## config.mk

```make
export PLATFORM = sky130hd
export DESIGN_NAME = i2c_wb_cmd_sequencer
export DESIGN_NICKNAME = d
export VERILOG_FILES = /design/src/rtl/i2c_seq_pkg.sv /design/src/rtl/i2c_seq_wb_xfer.sv /design/src/rtl/i2c_wb_cmd_sequencer.sv
export SDC_FILE = /design/constraint.sdc
export NUM_CORES = 1
export LEC_CHECK = 0
export BUFFER_PORTS_ARGS = -buffer_cell sky130_fd_sc_hd__buf_2
export CAP_MARGIN = 10
export CORE_AREA = 3 3 76 149
export DETAILED_ROUTE_END_ITERATION = 6
export DIE_AREA = 0 0 79 152
export GPL_TIMING_DRIVEN = 1
export PLACE_DENSITY = 0.72
export SYNTH_ARGS = -nofsm -noshare
export SYNTH_HDL_FRONTEND = slang
export SYNTH_SLANG_ARGS = --single-unit
```

## constraint.sdc

```tcl
create_clock -name clk_i -period 2.05 [get_ports clk_i]
set_input_delay 0.205 -clock clk_i [delete_from_list [all_inputs] [get_ports clk_i]]
set_output_delay 0.205 -clock clk_i [all_outputs]
set_load 0.01 [all_outputs]
```

## src/rtl/i2c_seq_pkg.sv

```systemverilog
// Register map, IICMB command codes, response bit positions and the
// state/status encodings shared by the command sequencer and its WB engine.
package i2c_seq_pkg;

  localparam logic [1:0] ADR_CSR  = 2'd0;
  localparam logic [1:0] ADR_DPR  = 2'd1;
  localparam logic [1:0] ADR_CMDR = 2'd2;

  localparam logic [2:0] CMD_WAIT   = 3'b000;
  localparam logic [2:0] CMD_WRITE  = 3'b001;
  localparam logic [2:0] CMD_RWACK  = 3'b010;
  localparam logic [2:0] CMD_RWNACK = 3'b011;
  localparam logic [2:0] CMD_START  = 3'b100;
  localparam logic [2:0] CMD_STOP   = 3'b101;
  localparam logic [2:0] CMD_SETBUS = 3'b110;

  localparam int RSP_DON = 7;
  localparam int RSP_NAK = 6;
  localparam int RSP_AL  = 5;
  localparam int RSP_ERR = 4;

  // Core enable plus interrupt enable.
  localparam logic [7:0] CSR_ENABLE = 8'hC0;

  typedef enum logic [1:0] {
    ST_OK       = 2'd0,
    ST_NAK      = 2'd1,
    ST_ARB_LOST = 2'd2,
    ST_ERR      = 2'd3
  } status_t;

  typedef enum logic [3:0] {
    S_INIT, S_IDLE, S_SETBUS, S_START, S_ADDR, S_WR_DATA,
    S_RD_DATA, S_RD_DPR, S_STOP, S_WAIT_IRQ, S_FIN
  } state_t;

endpackage

```

## src/rtl/i2c_seq_wb_xfer.sv

```systemverilog
// Single-transaction Wishbone master: a go pulse launches one access that is
// held until ack_i; ack pulses in the cycle cyc_o falls, with rdata valid.
module i2c_seq_wb_xfer #(
  parameter int WB_ADDR_WIDTH = 2,
  parameter int WB_DATA_WIDTH = 8
) (
  input  logic                     clk_i,
  input  logic                     rst_i,
  input  logic                     go,
  input  logic                     we,
  input  logic [WB_ADDR_WIDTH-1:0] adr,
  input  logic [WB_DATA_WIDTH-1:0] wdata,
  output logic                     busy,
  output logic [WB_DATA_WIDTH-1:0] rdata,
  output logic                     ack,
  output logic                     cyc_o,
  output logic                     stb_o,
  output logic [WB_ADDR_WIDTH-1:0] adr_o,
  output logic                     we_o,
  output logic [WB_DATA_WIDTH-1:0] dat_o,
  input  logic                     ack_i,
  input  logic [WB_DATA_WIDTH-1:0] dat_i
);

  logic active;

  always_ff @(posedge clk_i) begin
    if (rst_i) begin
      active <= 1'b0;
      adr_o  <= '0;
      we_o   <= 1'b0;
      dat_o  <= '0;
      rdata  <= '0;
      ack    <= 1'b0;
    end else begin
      ack <= 1'b0;
      if (active) begin
        if (ack_i) begin
          active <= 1'b0;
          we_o   <= 1'b0;
          rdata  <= dat_i;
          ack    <= 1'b1;
        end
      end else if (go) begin
        active <= 1'b1;
        adr_o  <= adr;
        we_o   <= we;
        dat_o  <= wdata;
      end
    end
  end

  // Gating with reset lets an in-flight cycle be abandoned immediately.
  assign cyc_o = active && !rst_i;
  assign stb_o = active && !rst_i;
  assign busy  = active;

endmodule

```

## src/rtl/i2c_wb_cmd_sequencer.sv

```systemverilog
// Hardware replacement for the CPU driving iicmb_m_wb: turns one transfer
// request into the SETBUS/START/address/data/STOP command sequence.
module i2c_wb_cmd_sequencer #(
  parameter int WB_ADDR_WIDTH = 2,
  parameter int WB_DATA_WIDTH = 8,
  parameter int LEN_W         = 8,
  parameter int IRQ_TIMEOUT   = 65535
) (
  input  logic                     clk_i,
  input  logic                     rst_i,
  output logic                     cyc_o,
  output logic                     stb_o,
  input  logic                     ack_i,
  output logic [WB_ADDR_WIDTH-1:0] adr_o,
  output logic                     we_o,
  output logic [WB_DATA_WIDTH-1:0] dat_o,
  input  logic [WB_DATA_WIDTH-1:0] dat_i,
  input  logic                     irq_i,
  input  logic                     req_valid,
  output logic                     req_ready,
  input  logic [7:0]               req_bus_id,
  input  logic [6:0]               req_addr,
  input  logic                     req_rw,
  input  logic [LEN_W-1:0]         req_len,
  input  logic                     wr_valid,
  output logic                     wr_ready,
  input  logic [7:0]               wr_data,
  output logic                     rd_valid,
  output logic [7:0]               rd_data,
  output logic                     done,
  output logic [1:0]               status
);
  import i2c_seq_pkg::*;

  localparam int TMO_W = $clog2(IRQ_TIMEOUT + 1);

  state_t                   state;
  status_t                  status_r;
  logic                     reinit;
  logic                     pend;
  logic                     phase;
  logic                     cmd_out;
  logic [2:0]               cur_cmd;
  logic [LEN_W-1:0]         cnt;
  logic [TMO_W-1:0]         tmo;
  logic [7:0]               bus_id_r;
  logic [6:0]               addr_r;
  logic                     rw_r;

  logic                     x_go;
  logic                     x_we;
  logic [WB_ADDR_WIDTH-1:0] x_adr;
  logic [WB_DATA_WIDTH-1:0] x_wdata;
  logic                     x_busy;
  logic [WB_DATA_WIDTH-1:0] x_rdata;
  logic                     x_ack;
  logic                     can_issue;

  logic                     need_dpr;
  logic [WB_DATA_WIDTH-1:0] dpr_val;
  logic [2:0]               cmd_val;

  i2c_seq_wb_xfer #(
    .WB_ADDR_WIDTH(WB_ADDR_WIDTH),
    .WB_DATA_WIDTH(WB_DATA_WIDTH)
  ) u_xfer (
    .clk_i (clk_i),
    .rst_i (rst_i),
    .go    (x_go),
    .we    (x_we),
    .adr   (x_adr),
    .wdata (x_wdata),
    .busy  (x_busy),
    .rdata (x_rdata),
    .ack   (x_ack),
    .cyc_o (cyc_o),
    .stb_o (stb_o),
    .adr_o (adr_o),
    .we_o  (we_o),
    .dat_o (dat_o),
    .ack_i (ack_i),
    .dat_i (dat_i)
  );

  assign can_issue = !pend && !x_busy;

  // Per-state operands: optional DPR preload followed by the CMDR command.
  always_comb begin
    need_dpr = 1'b0;
    dpr_val  = '0;
    cmd_val  = CMD_STOP;
    case (state)
      S_SETBUS: begin
        need_dpr = 1'b1;
        dpr_val  = WB_DATA_WIDTH'(bus_id_r);
        cmd_val  = CMD_SETBUS;
      end
      S_START: cmd_val = CMD_START;
      S_ADDR: begin
        need_dpr = 1'b1;
        dpr_val  = WB_DATA_WIDTH'({addr_r, rw_r});
        cmd_val  = CMD_WRITE;
      end
      S_WR_DATA: begin
        need_dpr = 1'b1;
        dpr_val  = WB_DATA_WIDTH'(wr_data);
        cmd_val  = CMD_WRITE;
      end
      S_RD_DATA: cmd_val = (cnt == LEN_W'(1)) ? CMD_RWNACK : CMD_RWACK;
      default: ;
    endcase
  end

  always_ff @(posedge clk_i) begin
    if (rst_i) begin
      state     <= S_INIT;
      status_r  <= ST_OK;
      reinit    <= 1'b0;
      pend      <= 1'b0;
      phase     <= 1'b0;
      cmd_out   <= 1'b0;
      cur_cmd   <= CMD_WAIT;
      cnt       <= '0;
      tmo       <= '0;
      bus_id_r  <= '0;
      addr_r    <= '0;
      rw_r      <= 1'b0;
      x_go      <= 1'b0;
      x_we      <= 1'b0;
      x_adr     <= '0;
      x_wdata   <= '0;
      req_ready <= 1'b0;
      wr_ready  <= 1'b0;
      rd_valid  <= 1'b0;
      rd_data   <= '0;
      done      <= 1'b0;
      status    <= ST_OK;
    end else begin
      x_go     <= 1'b0;
      wr_ready <= 1'b0;
      rd_valid <= 1'b0;
      done     <= 1'b0;
      case (state)
        S_INIT: begin
          if (can_issue) begin
            x_go    <= 1'b1;
            x_we    <= 1'b1;
            x_adr   <= WB_ADDR_WIDTH'(ADR_CSR);
            x_wdata <= WB_DATA_WIDTH'(CSR_ENABLE);
            pend    <= 1'b1;
          end else if (x_ack) begin
            pend      <= 1'b0;
            req_ready <= 1'b1;
            state     <= S_IDLE;
          end
        end
        S_IDLE: begin
          if (req_valid && req_ready) begin
            req_ready <= 1'b0;
            bus_id_r  <= req_bus_id;
            addr_r    <= req_addr;
            rw_r      <= req_rw;
            cnt       <= req_len;
            status_r  <= ST_OK;
            reinit    <= 1'b0;
            phase     <= 1'b0;
            state     <= S_SETBUS;
          end
        end
        S_SETBUS, S_START, S_ADDR, S_WR_DATA, S_RD_DATA, S_STOP: begin
          if (can_issue) begin
            if (need_dpr && !phase) begin
              if (state != S_WR_DATA || wr_valid) begin
                x_go    <= 1'b1;
                x_we    <= 1'b1;
                x_adr   <= WB_ADDR_WIDTH'(ADR_DPR);
                x_wdata <= dpr_val;
                pend    <= 1'b1;
                if (state == S_WR_DATA) begin
                  wr_ready <= 1'b1;
                  cnt      <= cnt - LEN_W'(1);
                end
              end
            end else begin
              x_go    <= 1'b1;
              x_we    <= 1'b1;
              x_adr   <= WB_ADDR_WIDTH'(ADR_CMDR);
              x_wdata <= WB_DATA_WIDTH'(cmd_val);
              cur_cmd <= cmd_val;
              cmd_out <= 1'b1;
              pend    <= 1'b1;
            end
          end else if (x_ack) begin
            pend <= 1'b0;
            if (cmd_out) begin
              cmd_out <= 1'b0;
              phase   <= 1'b0;
              tmo     <= TMO_W'(IRQ_TIMEOUT);
              state   <= S_WAIT_IRQ;
            end else begin
              phase <= 1'b1;
            end
          end
        end
        S_WAIT_IRQ: begin
          if (can_issue) begin
            if (irq_i) begin
              x_go  <= 1'b1;
              x_we  <= 1'b0;
              x_adr <= WB_ADDR_WIDTH'(ADR_CMDR);
              pend  <= 1'b1;
            end else if (tmo == '0) begin
              status_r <= ST_ERR;
              reinit   <= 1'b1;
              state    <= S_FIN;
            end else begin
              tmo <= tmo - TMO_W'(1);
            end
          end else if (x_ack) begin
            pend <= 1'b0;
            // Lost arbitration leaves the controller idle, so no STOP follows.
            if (x_rdata[RSP_AL]) begin
              status_r <= ST_ARB_LOST;
              state    <= S_FIN;
            end else if (x_rdata[RSP_ERR] || (!x_rdata[RSP_DON] && !x_rdata[RSP_NAK])) begin
              status_r <= ST_ERR;
              reinit   <= 1'b1;
              state    <= S_FIN;
            end else if (x_rdata[RSP_NAK] && cur_cmd == CMD_WRITE) begin
              status_r <= ST_NAK;
              state    <= S_STOP;
            end else begin
              case (cur_cmd)
                CMD_SETBUS: state <= S_START;
                CMD_START:  state <= S_ADDR;
                CMD_WRITE:  state <= (cnt == '0) ? S_STOP : (rw_r ? S_RD_DATA : S_WR_DATA);
                CMD_RWACK, CMD_RWNACK: state <= S_RD_DPR;
                default:    state <= S_FIN;
              endcase
            end
          end
        end
        S_RD_DPR: begin
          if (can_issue) begin
            x_go  <= 1'b1;
            x_we  <= 1'b0;
            x_adr <= WB_ADDR_WIDTH'(ADR_DPR);
            pend  <= 1'b1;
          end else if (x_ack) begin
            pend     <= 1'b0;
            rd_valid <= 1'b1;
            rd_data  <= x_rdata[7:0];
            cnt      <= cnt - LEN_W'(1);
            state    <= (cnt == LEN_W'(1)) ? S_STOP : S_RD_DATA;
          end
        end
        S_FIN: begin
          done   <= 1'b1;
          status <= status_r;
          if (reinit) begin
            state <= S_INIT;
          end else begin
            req_ready <= 1'b1;
            state     <= S_IDLE;
          end
        end
        default: state <= S_INIT;
      endcase
    end
  end

endmodule

```

==> impl_metrics.toml <==
[outcome]
status = "finished, violations left"
failed_checks = "negative setup slack"

[drt]
num_vias = 5500
drt_iter0_markers = 319
drt_wl_total_um = 16700
viasPerCell = 6.06
dr.pass1.iters = 5
routedWlPerCell_um = 18.4
postRouteAntennaNets = 0
drc = 0

[min_path]
holdPathStages = 3
hold_end = "addr_r[6]"
hold_class = "in -> reg"
min_from = "req_addr[6]"

[clock_network]
cts_tree = "yes"
cts_buffer_depth = 2
clkTransAtPathRegs_ns = 0.07
worstSkewPairLatency_ns = 0.35
cts_root_buf = "clkbuf_16"
numCtsBuffers = 9
cts-htree-levels = 3
cts.sink_count = 100

[grt]
overflow = 0
antenna_found_initial = 0
grt_pass1_vias = 5309
grt_first_pass_wirelength_um = 26100
grt_max_degree = 45
grt_util_all_layers = 0.273

[logic_synthesis]
yosysSeqAreaShare = 0.395
yosysWarnings = 0
yosysUniqueCellTypes = 70
netlist_area_sq_um = 5070
syn_inst = 629
synth_flop_cell = "dfxtp_1"
synth-async-reset-ratio = 0
synth_edf_count = 0
synth_fp_nets = 678
ys_ff_latch = 100
syn_avg_cell_area_sq_um = 8.06

[timing]
finalCritPeriodShare = 1.05
setup_viol = 2
rsz0062_at_grt = "yes"
setup-tns-final_ns = -0.126
final_max_slew_viol_count = 0
clock_skew_ns = 0.00483
worst_slew_pin_slew_ns = 0.640
fmax_mhz = 466
period_needed_ns = 2.15
relSlewSlack = 0.569
hold_viol_final = 0
fin_ws_ns = -0.0972

[worst_setup_path]
arrival_ns = 2.38
r2r-start = "state[0]"
crit_path_end_kind = "flop"
crit_path_start_kind = "flop"
cp_cell_sequence = "or4b_4 > o211a_4 > a31o_4 > or2_4 > o31ai_1"
crit_family = "simple AND/OR/NAND/NOR gates"
ff2ff_setup_slack_ns = -0.1
crit_path_max_fanout = 8
reg2reg_to = "cnt[4]"
path_class = "reg -> reg"
critical_path_required_ns = 2.28
reg2reg_depth = 5
cp_slowest_cell = "or4b_4"
cpPeakStageDelay_ns = 0.58
cp.buffers_inverters = 0

[cells_and_area]
finalNonFillerCells = 907
multi_input_area_sq_um = 3080
n_fill_cell = 930
seq_area_sq_um = 2010
areaGrowthSynthToFinish_pct = 32.8
final_area_sq_um = 6730
n_antenna_cell = 0
final_util = 0.655
layout_commonest_cell = "buf_4"
drive_gt1_frac = 0.324
layout_common_cells = "buf_4 (97), dfxtp_1 (95), nand2_1 (94)"
nets = 816

[pwr]
p_clk_frac = 0.418
power.leakage_uw = 0.00258
comb_power_share = 0.085
peakVddDrop_mv = 0.544
swShare = 0.264
seq_power_share = 0.498
p_int_uw = 2970
p_switching_uw = 1070
powerDensity_nw_per_um2 = 600

[floorplan]
coreArea_sq_um = 10300
std_cell_rows = 52
ioPinCount = 73
die-area_sq_um = 12000
die_h_um = 152
initial_core_util = 0.493
die_w_um = 79

[placed_design]
gp_routability_congestion = 0.957
dp_cells = 882
portBuffers = 72
dpl_cell_area_sq_um = 6100
dp_hpwl_um = 12200

[flow_run]
drv_cap = 0
[registers in the layout, summed over array words and instances, names as in the netlist, 4 cells and up]
name and cells:
rd_data 8, tmo 16, cnt 8, bus_id_r 8, addr_r 7, u_xfer.dat_o 8
u_xfer.rdata 8, state 4, x_wdata 8
[worst register-to-register path: cells and delay by family (launching register included)]
family | cells | cell delay [ns]
AO/OA/AOI/OAI | 3 | 0.80
flip-flops | 1 | 0.36
AND/OR/NAND/NOR | 2 | 0.87
[timing repair]
item / in CTS / in global routing
pin swaps: 2 / 15
hold buffers: 0 / 0
endpoints found under the hold margin: 0 / 0
resized for setup: 18 / 45
buffers inserted: 2 / 7
setup endpoints to repair: 27 / 40
[worst max path at each step]
| stage | cells after the start | slack, ns | endpoint | from |
|---|---|---|---|---|
| after global placement | 6 | -0.1 | cnt[0] | state[2] |
| after global routing | 5 | -0.16 | cnt[4] | state[0] |
| after CTS | 7 | -0.02 | tmo[9] | state[2] |
| final | 5 | -0.1 | cnt[4] | state[0] |
| after floorplan | 8 | -0.03 | cnt[0] | state[3] |
| after detailed placement | 5 | -0.12 | cnt[6] | state[1] |
[Yosys cell counts (5+ instances only)]
cell type / number / area [sq um]
dfxtp_1: 100 / 2000
nand2_1: 94 / 353
a21oi_1: 80 / 400
nor2_1: 36 / 135
clkbuf_1: 33 / 124
o21ai_0: 25 / 125
o31ai_1: 21 / 158
nor3_1: 19 / 95.1
nand3_1: 17 / 85.1
a31oi_1: 14 / 87.6
nor2b_1: 11 / 68.8
or4_1: 11 / 82.6
inv_1: 10 / 37.5
a211oi_1: 9 / 67.6
a222oi_1: 8 / 80.1
nand2b_1: 8 / 50.1
nor4_1: 8 / 50.1
buf_2: 7 / 35.0
mux2i_1: 7 / 70.1
nor3b_1: 7 / 52.6
o311ai_0: 6 / 52.6
and2_1: 5 / 31.3
or3_1: 5 / 31.3
[power by group through the flow]
stage	Combinational, uW	Clock [uW]	Sequential [uW]
after floorplan	184	0	2050
after CTS	330	1700	2010
after detailed placement	327	0	2060
final	342	1690	2010
after global routing	372	1770	2010
after global placement	321	0	2050
[logic make-up after synthesis]
| logic type | Yosys count | synth area share |
|---|---|---|
| simple gates | 254 | 0.262 |
| compound gates | 207 | 0.270 |
| flops | 100 | 0.395 |
| buf+inv | 56 | 0.0484 |
| mux | 8 | 0.0160 |
| fa+ha+maj | 3 | 0.00740 |
| xor+xnor | 1 | 0.00173 |
[layout make-up]
| class | count | area share |
|---|---|---|
| Tap cell | 135 | 0.0251 |
| Inverter | 10 | 0.00558 |
| Clock inverter | 7 | 0.00967 |
| Clock buffer | 9 | 0.0335 |
| Multi-Input combinational cell | 473 | 0.457 |
| Timing Repair Buffer | 173 | 0.170 |
| Sequential cell | 100 | 0.299 |
[layer usage]
metal	GRT usage	share of wire	up-vias
li1	-	-	2618
met1	0.275	0.34	2598
met2	0.505	0.55	219
met3	0.0320	0.044	65
met4	0.178	0.067	0
met5	0	0	-
[stage by stage]
stage                     setup WS, ns  hold slack, ns  power [uW]
after floorplan                -0.0347           0.341        2230
after global routing            -0.163          0.0937        4160
after CTS                      -0.0187          0.0799        4040
after global placement         -0.0989           0.444        2380
final                          -0.0972          0.0866        4040
after detailed placement        -0.124           0.448        2380
Note: power is estimated with default switching activity, not from simulation.
